--- src/rtl/port_bus_if.sv ---
// CPU-side port bus: address, write data and strobes from the CPU;
// read data and the wait-state handshake back from the I/O hub.
interface port_bus_if #(
  parameter int WORD_SIZE = 16
);
  logic [WORD_SIZE-1:0] portaddr;
  logic [WORD_SIZE-1:0] portval;
  logic                 portget;
  logic                 portset;
  logic [WORD_SIZE-1:0] portout;
  logic                 portready;

  modport master (output portaddr, portval, portget, portset, input portout, portready);
  modport slave  (input portaddr, portval, portget, portset, output portout, portready);
endinterface

--- src/rtl/port_bus.sv ---
// CPU I/O hub: scratch registers, buffered TX/RX channels, status, tick counter,
// with a wait-state handshake that stalls the CPU on a full TX or an empty RX.
module port_bus #(
  parameter int WORD_SIZE  = 16,
  parameter int NUM_REGS   = 4,
  parameter int FIFO_DEPTH = 8,
  parameter int DEPTH_BITS = 3
) (
  input  logic                 clk,
  input  logic                 do_reset_n,
  port_bus_if.slave            bus,
  output logic [WORD_SIZE-1:0] tx_data,
  output logic                 tx_valid,
  input  logic                 tx_ready,
  input  logic [WORD_SIZE-1:0] rx_data,
  input  logic                 rx_valid,
  output logic                 rx_ready,
  output logic                 err
);
  localparam int CNT_BITS = DEPTH_BITS + 1;
  localparam logic [WORD_SIZE-1:0] TX_ADDR     = WORD_SIZE'(NUM_REGS);
  localparam logic [WORD_SIZE-1:0] RX_ADDR     = WORD_SIZE'(NUM_REGS + 1);
  localparam logic [WORD_SIZE-1:0] STATUS_ADDR = WORD_SIZE'(NUM_REGS + 2);
  localparam logic [WORD_SIZE-1:0] TICK_ADDR   = WORD_SIZE'(NUM_REGS + 3);
  localparam logic [CNT_BITS-1:0]  FULL_COUNT  = CNT_BITS'(FIFO_DEPTH);

  logic [WORD_SIZE-1:0]  regs_q [NUM_REGS];
  logic [WORD_SIZE-1:0]  regs_d [NUM_REGS];
  logic [WORD_SIZE-1:0]  txMem_q [FIFO_DEPTH];
  logic [WORD_SIZE-1:0]  rxMem_q [FIFO_DEPTH];
  logic [DEPTH_BITS-1:0] txWr_q, txWr_d, txRd_q, txRd_d;
  logic [DEPTH_BITS-1:0] rxWr_q, rxWr_d, rxRd_q, rxRd_d;
  logic [CNT_BITS-1:0]   txCount_q, txCount_d, rxCount_q, rxCount_d;
  logic [WORD_SIZE-1:0]  tick_q, tick_d;
  logic                  err_q, err_d;

  logic isScratch, isTx, isRx, isStatus, isTick, isUnmapped;
  logic txFull, txEmpty, rxFull, rxEmpty;
  logic portReady, setOk, getOk;
  logic cpuPush, cpuPop, txPop, rxPush, errSet, errClr;
  logic [WORD_SIZE-1:0] rdata;

  // Full/empty are judged on pre-edge state, so a same-cycle pop never unblocks a push.
  always_comb begin
    isScratch  = bus.portaddr < TX_ADDR;
    isTx       = bus.portaddr == TX_ADDR;
    isRx       = bus.portaddr == RX_ADDR;
    isStatus   = bus.portaddr == STATUS_ADDR;
    isTick     = bus.portaddr == TICK_ADDR;
    isUnmapped = !(isScratch || isTx || isRx || isStatus || isTick);
    txFull     = txCount_q == FULL_COUNT;
    txEmpty    = txCount_q == '0;
    rxFull     = rxCount_q == FULL_COUNT;
    rxEmpty    = rxCount_q == '0;
    portReady  = !((bus.portset && isTx && txFull) || (bus.portget && isRx && rxEmpty));
    setOk      = bus.portset && portReady;
    getOk      = bus.portget && portReady;
    cpuPush    = setOk && isTx;
    cpuPop     = getOk && isRx;
    txPop      = !txEmpty && tx_ready;
    rxPush     = rx_valid && !rxFull;
    errSet     = isUnmapped && (setOk || getOk);
    errClr     = setOk && isStatus;
  end

  always_comb begin
    regs_d = regs_q;
    for (int i = 0; i < NUM_REGS; i++) begin
      if (setOk && bus.portaddr == WORD_SIZE'(i)) regs_d[i] = bus.portval;
    end
    txWr_d    = cpuPush ? txWr_q + DEPTH_BITS'(1) : txWr_q;
    txRd_d    = txPop   ? txRd_q + DEPTH_BITS'(1) : txRd_q;
    rxWr_d    = rxPush  ? rxWr_q + DEPTH_BITS'(1) : rxWr_q;
    rxRd_d    = cpuPop  ? rxRd_q + DEPTH_BITS'(1) : rxRd_q;
    txCount_d = txCount_q + CNT_BITS'(cpuPush) - CNT_BITS'(txPop);
    rxCount_d = rxCount_q + CNT_BITS'(rxPush) - CNT_BITS'(cpuPop);
    tick_d    = (setOk && isTick) ? bus.portval : tick_q + WORD_SIZE'(1);
    err_d     = err_q;
    if (errClr) err_d = 1'b0;
    if (errSet) err_d = 1'b1;
  end

  always_ff @(posedge clk or negedge do_reset_n) begin
    if (!do_reset_n) begin
      for (int i = 0; i < NUM_REGS; i++) regs_q[i] <= '0;
      txWr_q    <= '0;
      txRd_q    <= '0;
      rxWr_q    <= '0;
      rxRd_q    <= '0;
      txCount_q <= '0;
      rxCount_q <= '0;
      tick_q    <= '0;
      err_q     <= 1'b0;
    end else begin
      regs_q    <= regs_d;
      txWr_q    <= txWr_d;
      txRd_q    <= txRd_d;
      rxWr_q    <= rxWr_d;
      rxRd_q    <= rxRd_d;
      txCount_q <= txCount_d;
      rxCount_q <= rxCount_d;
      tick_q    <= tick_d;
      err_q     <= err_d;
    end
  end

  // FIFO storage needs no reset: only entries between the pointers are ever observed.
  always_ff @(posedge clk) begin
    if (cpuPush) txMem_q[txWr_q] <= bus.portval;
    if (rxPush)  rxMem_q[rxWr_q] <= rx_data;
  end

  always_comb begin
    rdata = '0;
    for (int i = 0; i < NUM_REGS; i++) begin
      if (bus.portaddr == WORD_SIZE'(i)) rdata = regs_q[i];
    end
    if (isTx)     rdata = WORD_SIZE'(txCount_q);
    if (isRx)     rdata = rxMem_q[rxRd_q];
    if (isStatus) rdata[4:0] = {err_q, rxFull, rxEmpty, txFull, txEmpty};
    if (isTick)   rdata = tick_q;
  end

  assign bus.portout   = rdata;
  assign bus.portready = portReady;
  assign tx_data       = txMem_q[txRd_q];
  assign tx_valid      = !txEmpty;
  assign rx_ready      = !rxFull;
  assign err           = err_q;
endmodule

--- src/flat_wrapper.sv ---
// flat-port wrapper written by rule: the top's interface ports become plain ports
module port_bus_flat 
#(
  parameter int WORD_SIZE  = 16,
  parameter int NUM_REGS   = 4,
  parameter int FIFO_DEPTH = 8,
  parameter int DEPTH_BITS = 3
)
  (clk, do_reset_n, tx_data, tx_valid, tx_ready, rx_data, rx_valid, rx_ready, err, bus_portaddr, bus_portval, bus_portget, bus_portset, bus_portout, bus_portready);
  port_bus_if #(.WORD_SIZE(WORD_SIZE)) bus_i ();
  input  logic clk;
  input  logic do_reset_n;
  output logic [WORD_SIZE-1:0] tx_data;
  output logic tx_valid;
  input  logic tx_ready;
  input  logic [WORD_SIZE-1:0] rx_data;
  input  logic rx_valid;
  output logic rx_ready;
  output logic err;
  input wire logic [$bits(bus_i.portaddr)-1:0] bus_portaddr;
  input wire logic [$bits(bus_i.portval)-1:0] bus_portval;
  input wire logic [$bits(bus_i.portget)-1:0] bus_portget;
  input wire logic [$bits(bus_i.portset)-1:0] bus_portset;
  output wire logic [$bits(bus_i.portout)-1:0] bus_portout;
  output wire logic [$bits(bus_i.portready)-1:0] bus_portready;
  assign bus_i.portaddr = bus_portaddr;
  assign bus_i.portval = bus_portval;
  assign bus_i.portget = bus_portget;
  assign bus_i.portset = bus_portset;
  assign bus_portout = bus_i.portout;
  assign bus_portready = bus_i.portready;
  port_bus #(.WORD_SIZE(WORD_SIZE), .NUM_REGS(NUM_REGS), .FIFO_DEPTH(FIFO_DEPTH), .DEPTH_BITS(DEPTH_BITS)) u_core (.clk(clk), .do_reset_n(do_reset_n), .bus(bus_i), .tx_data(tx_data), .tx_valid(tx_valid), .tx_ready(tx_ready), .rx_data(rx_data), .rx_valid(rx_valid), .rx_ready(rx_ready), .err(err));
endmodule
--- config.mk ---
export PLATFORM = sky130hd
export DESIGN_NAME = port_bus_flat
export DESIGN_NICKNAME = d
export VERILOG_FILES = /design/src/rtl/port_bus_if.sv /design/src/rtl/port_bus.sv /design/src/flat_wrapper.sv
export SDC_FILE = /design/constraint.sdc
export NUM_CORES = 1
export LEC_CHECK = 0
export ABC_AREA = 1
export CORE_MARGIN = 3
export CORE_UTILIZATION = 60
export DETAILED_ROUTE_END_ITERATION = 8
export PLACE_DENSITY_LB_ADDON = 0.2
export SLEW_MARGIN = 10
export SYNTH_ARGS = -nofsm -noshare
export SYNTH_HDL_FRONTEND = slang
export SYNTH_SLANG_ARGS = --single-unit
--- constraint.sdc ---
create_clock -name clk -period 2.8 [get_ports clk]
set_input_delay 0.7 -clock clk [delete_from_list [all_inputs] [get_ports clk]]
set_output_delay 0.7 -clock clk [all_outputs]
set_load 0.01 [all_outputs]
==> flow_metrics.tcl <==
set metrics [dict create \
    drive_gt1_share_pct 25.0 \
    clock_latency_ns 0.52 \
    crit_slowest_cell "a21oi_2" \
    cts_hold_buf 0 \
    hold_viol_final 0 \
    ys_ff_latch 357 \
    yosys.area_share.xor_xnor_pct 1.28 \
    p_comb_share_pct 23.8 \
    synth.distinct_cells 39 \
    synth_top_family_by_area "simple AND/OR/NAND/NOR gates" \
    overflow 0 \
    cp_cell_sequence "buf_6 -> nor2_4 -> nand2_4 -> buf_12 -> nor2_4 -> nand2_8 -> nor2_4 -> buf_4 -> buf_6 -> buf_6 -> a21oi_1 -> a21oi_2 -> buf_2" \
    clk_pin_slew_ns 0.06 \
    grt_use_total_pct 30.6 \
    startpoint_type "input port" \
    synthTopCellsByArea "edfxtp_1, dfrtp_1, nand2_1, nor2_1, o21ai_0" \
    cts_tree "done" \
    tightest_slew_ns 0.988 \
    setup_viol 18 \
    ant_nets 0 \
    crit_path_max_fanout 5 \
    syn_area_per_cell_um2 10.3 \
    vias_per_cell 6.13 \
    yosysTopAreaCell "edfxtp_1" \
    die_x_um 168 \
    final_cell_mix "edfxtp_1, nand2_1, nor2_1, o21ai_0, buf_4" \
    rsz0062_at_grt "true" \
    fmax_mhz 327 \
    p_seq_share_pct 42.5 \
    diodes 0 \
    gp_congestion 0.890 \
    cp-end-kind "primary output" \
    critPathMaxStageDelay_ns 0.18 \
    clk_path_buf_depth 3 \
    p_leak_nw 8.16 \
    cts_buffers 38 \
    synth-simple-area-share_pct 16.7 \
    postSynthCellCount 1528 \
    drv_slew 0 \
    worstReg2RegStart "u_core.txCount_q[2]" \
    path_class "in2out" \
    syn-cell-area_mm2 0.0157 \
    powerDensity_mw_per_mm2 727 \
    layout_commonest_cell "edfxtp_1" \
    wl_per_cell_um 22.0 \
    maxSlewHeadroom_pct 34.1 \
    cts_root_buffer "clkbuf_16" \
    io_buffers 89 \
    fp.dieArea_mm2 0.0281 \
    wirelength_mm 46.4 \
    failed_checks "negative setup slack" \
    dr.pass1.iters 6 \
    finalCritPeriodShare_pct 109 \
    grt_antenna_before_repair 0 \
    synthMuxAreaShare_pct 0 \
    crit_required_ns 2.10 \
    grt_max_degree 42 \
    rr_worst_depth 14 \
    clkPwrFrac_pct 33.7 \
    seq_area_frac_synth_pct 65.1 \
    period_minus_slack_ns 3.05 \
    yosys_warnings 0 \
    fp.dieH_um 168 \
    synth_compound_area_share_pct 10.7 \
    r2r-end "u_core.rxCount_q[1]" \
    synth_fa_ha_area_share_pct 1.61 \
    cts_sinks 357 \
    power.internal_w 0.0105 \
    sw_frac_of_total_pct 29.1 \
    coreArea_mm2 0.0255 \
    hp-class "in2async" \
    drtIter0Drc 1718 \
    synthArstFlopShare_pct 28.3 \
    finClkSkew_ns 0.0115 \
    grt_pass1_wl_mm 68.0 \
    cp.arrival_ns 2.35 \
    dp_hpwl_mm 26.0 \
    critPathLaunch "bus_portaddr[5]" \
    start_util_pct 61.6 \
    row_count 58 \
    max_cap_violations 0 \
    htreeDepth 2 \
    syn_nets 1601 \
    stdcell_count 2112 \
    drc 0 \
    grt_pass1_vias 12500 \
    nNetsFinal 1826 \
    reg2reg_setup_slack_ns 0.08 \
    vias 12900 \
    synth-edff-count 256 \
    worst_slack_ns -0.254 \
    ir_worst_vdd_uv 654 \
    netlist.area_leader.share_pct 49.0 \
    synthFlopType "edfxtp_1" \
    status "finished with violations" \
    ioPinCount 90 \
    area_growth_pct 30.1 \
    switchingPower_w 0.00432 \
    dp_cells 1983 \
    power_w 0.0148 \
]
final cells by class:
class	instances	area, um^2
sequential	357	10200
multi-input combinational	996	5430
fill	1371	5050
timing repair buffer	263	2720
clock buffer	57	1100
tap	330	413
inverter	97	397
clock inverter	12	138
cell usage after synthesis, types with 2 or more instances:
cell / n
o21ai_1: 28
fa_1: 2
clkbuf_1: 50
o21ai_0: 178
buf_2: 16
or2_2: 3
a31oi_1: 16
buf_4: 2
nand3_1: 55
nor2_1: 249
xnor2_1: 10
nor3_1: 3
o211ai_1: 6
nor2_4: 5
xor2_1: 13
buf_1: 6
nand2_1: 297
nor3b_1: 2
clkinv_1: 2
buf_6: 4
a21oi_1: 45
o22ai_1: 32
inv_2: 3
ha_1: 17
o21ai_2: 6
dfrtp_1: 101
nor2_2: 5
nand3_4: 2
edfxtp_1: 256
inv_1: 92
o2111ai_1: 2
nand4_1: 13
power by group through the flow:
stage	registers [W]	logic, W	clock network, W
final	0.00631	0.00352	0.00501
after global routing	0.00633	0.00382	0.00527
after CTS	0.00628	0.00320	0.00501
after detailed placement	0.00637	0.00317	0
after global placement	0.00636	0.00308	0
after floorplan	0.00633	0.00176	0
worst max-delay path, delay by kind of cell:
kind	cells	cell delay (ns)
AO/OA/AOI/OAI	2	0.28
buffers and inverters	6	0.72
AND/OR/NAND/NOR	5	0.64
layer usage:
| layer | vias to the layer above | GRT usage (%) | routed length [um] |
|---|---|---|---|
| met2 | 836 | 50.4 | 22900 |
| met4 | 0 | 10.1 | 1490 |
| met3 | 151 | 4.72 | 4370 |
| met5 | - | 0 | 0 |
| li1 | 5668 | - | - |
| met1 | 6285 | 42.5 | 17600 |
worst max path at each step:
stage | end | slack [ns] | cells after the start
2_1_floorplan | u_core.txMem_q[0][0] | -0.14 | 9
3_3_place_gp | bus_portout[15] | -0.98 | 14
3_5_place_dp | bus_portout[15] | -1.03 | 14
4_1_cts | bus_portout[4] | -0.20 | 15
5_1_grt | bus_portout[2] | -0.35 | 15
6_report | bus_portout[7] | -0.25 | 13
metrics by stage:
| step | TNS (ns) | setup WS (ns) | cell area [um^2] | hold WS (ns) | util (%) |
|---|---|---|---|---|---|
| floorplan | -9.10 | -0.142 | 15700 | 0.404 | - |
| global route | -6.01 | -0.349 | 20400 | 0.155 | 80.2 |
| finish | -3.11 | -0.254 | 20400 | 0.140 | 80.2 |
| CTS | -2.89 | -0.201 | 19800 | 0.147 | 77.8 |
| detailed placement | -145.18 | -1.03 | 17700 | 0.476 | 69.6 |
| global placement | -133.07 | -0.981 | 17700 | 0.465 | 69.6 |
what timing repair did:
| action | 4_1_cts | 5_1_grt |
|---|---|---|
| pin swaps | 76 | 54 |
| endpoints found under the setup margin | 190 | 161 |
| cloned | 9 | 4 |
| gates resized for setup | 324 | 128 |
| setup buffers | 33 | 19 |
registers in the layout, summed over array words and instances (netlist names):
signal / cells
u_core.regs_q: 64
u_core.txWr_q: 3
u_core.txCount_q: 4
u_core.err: 1
u_core.txRd_q: 3
u_core.rxRd_q: 3
u_core.rxWr_q: 3
u_core.tick_q: 16
u_core.rxMem_q: 128
u_core.rxCount_q: 4
u_core.txMem_q: 128
logic make-up after synthesis:
| logic type | after synthesis |
|---|---|
| flip-flops | 357 |
| buffers and inverters | 175 |
| adder cells (fa/ha/maj) | 19 |
| AND/OR/NAND/NOR | 640 |
| XOR/XNOR | 23 |
| AO/OA/AOI/OAI | 314 |
No activity file was read; power rests on OpenSTA's default activity.
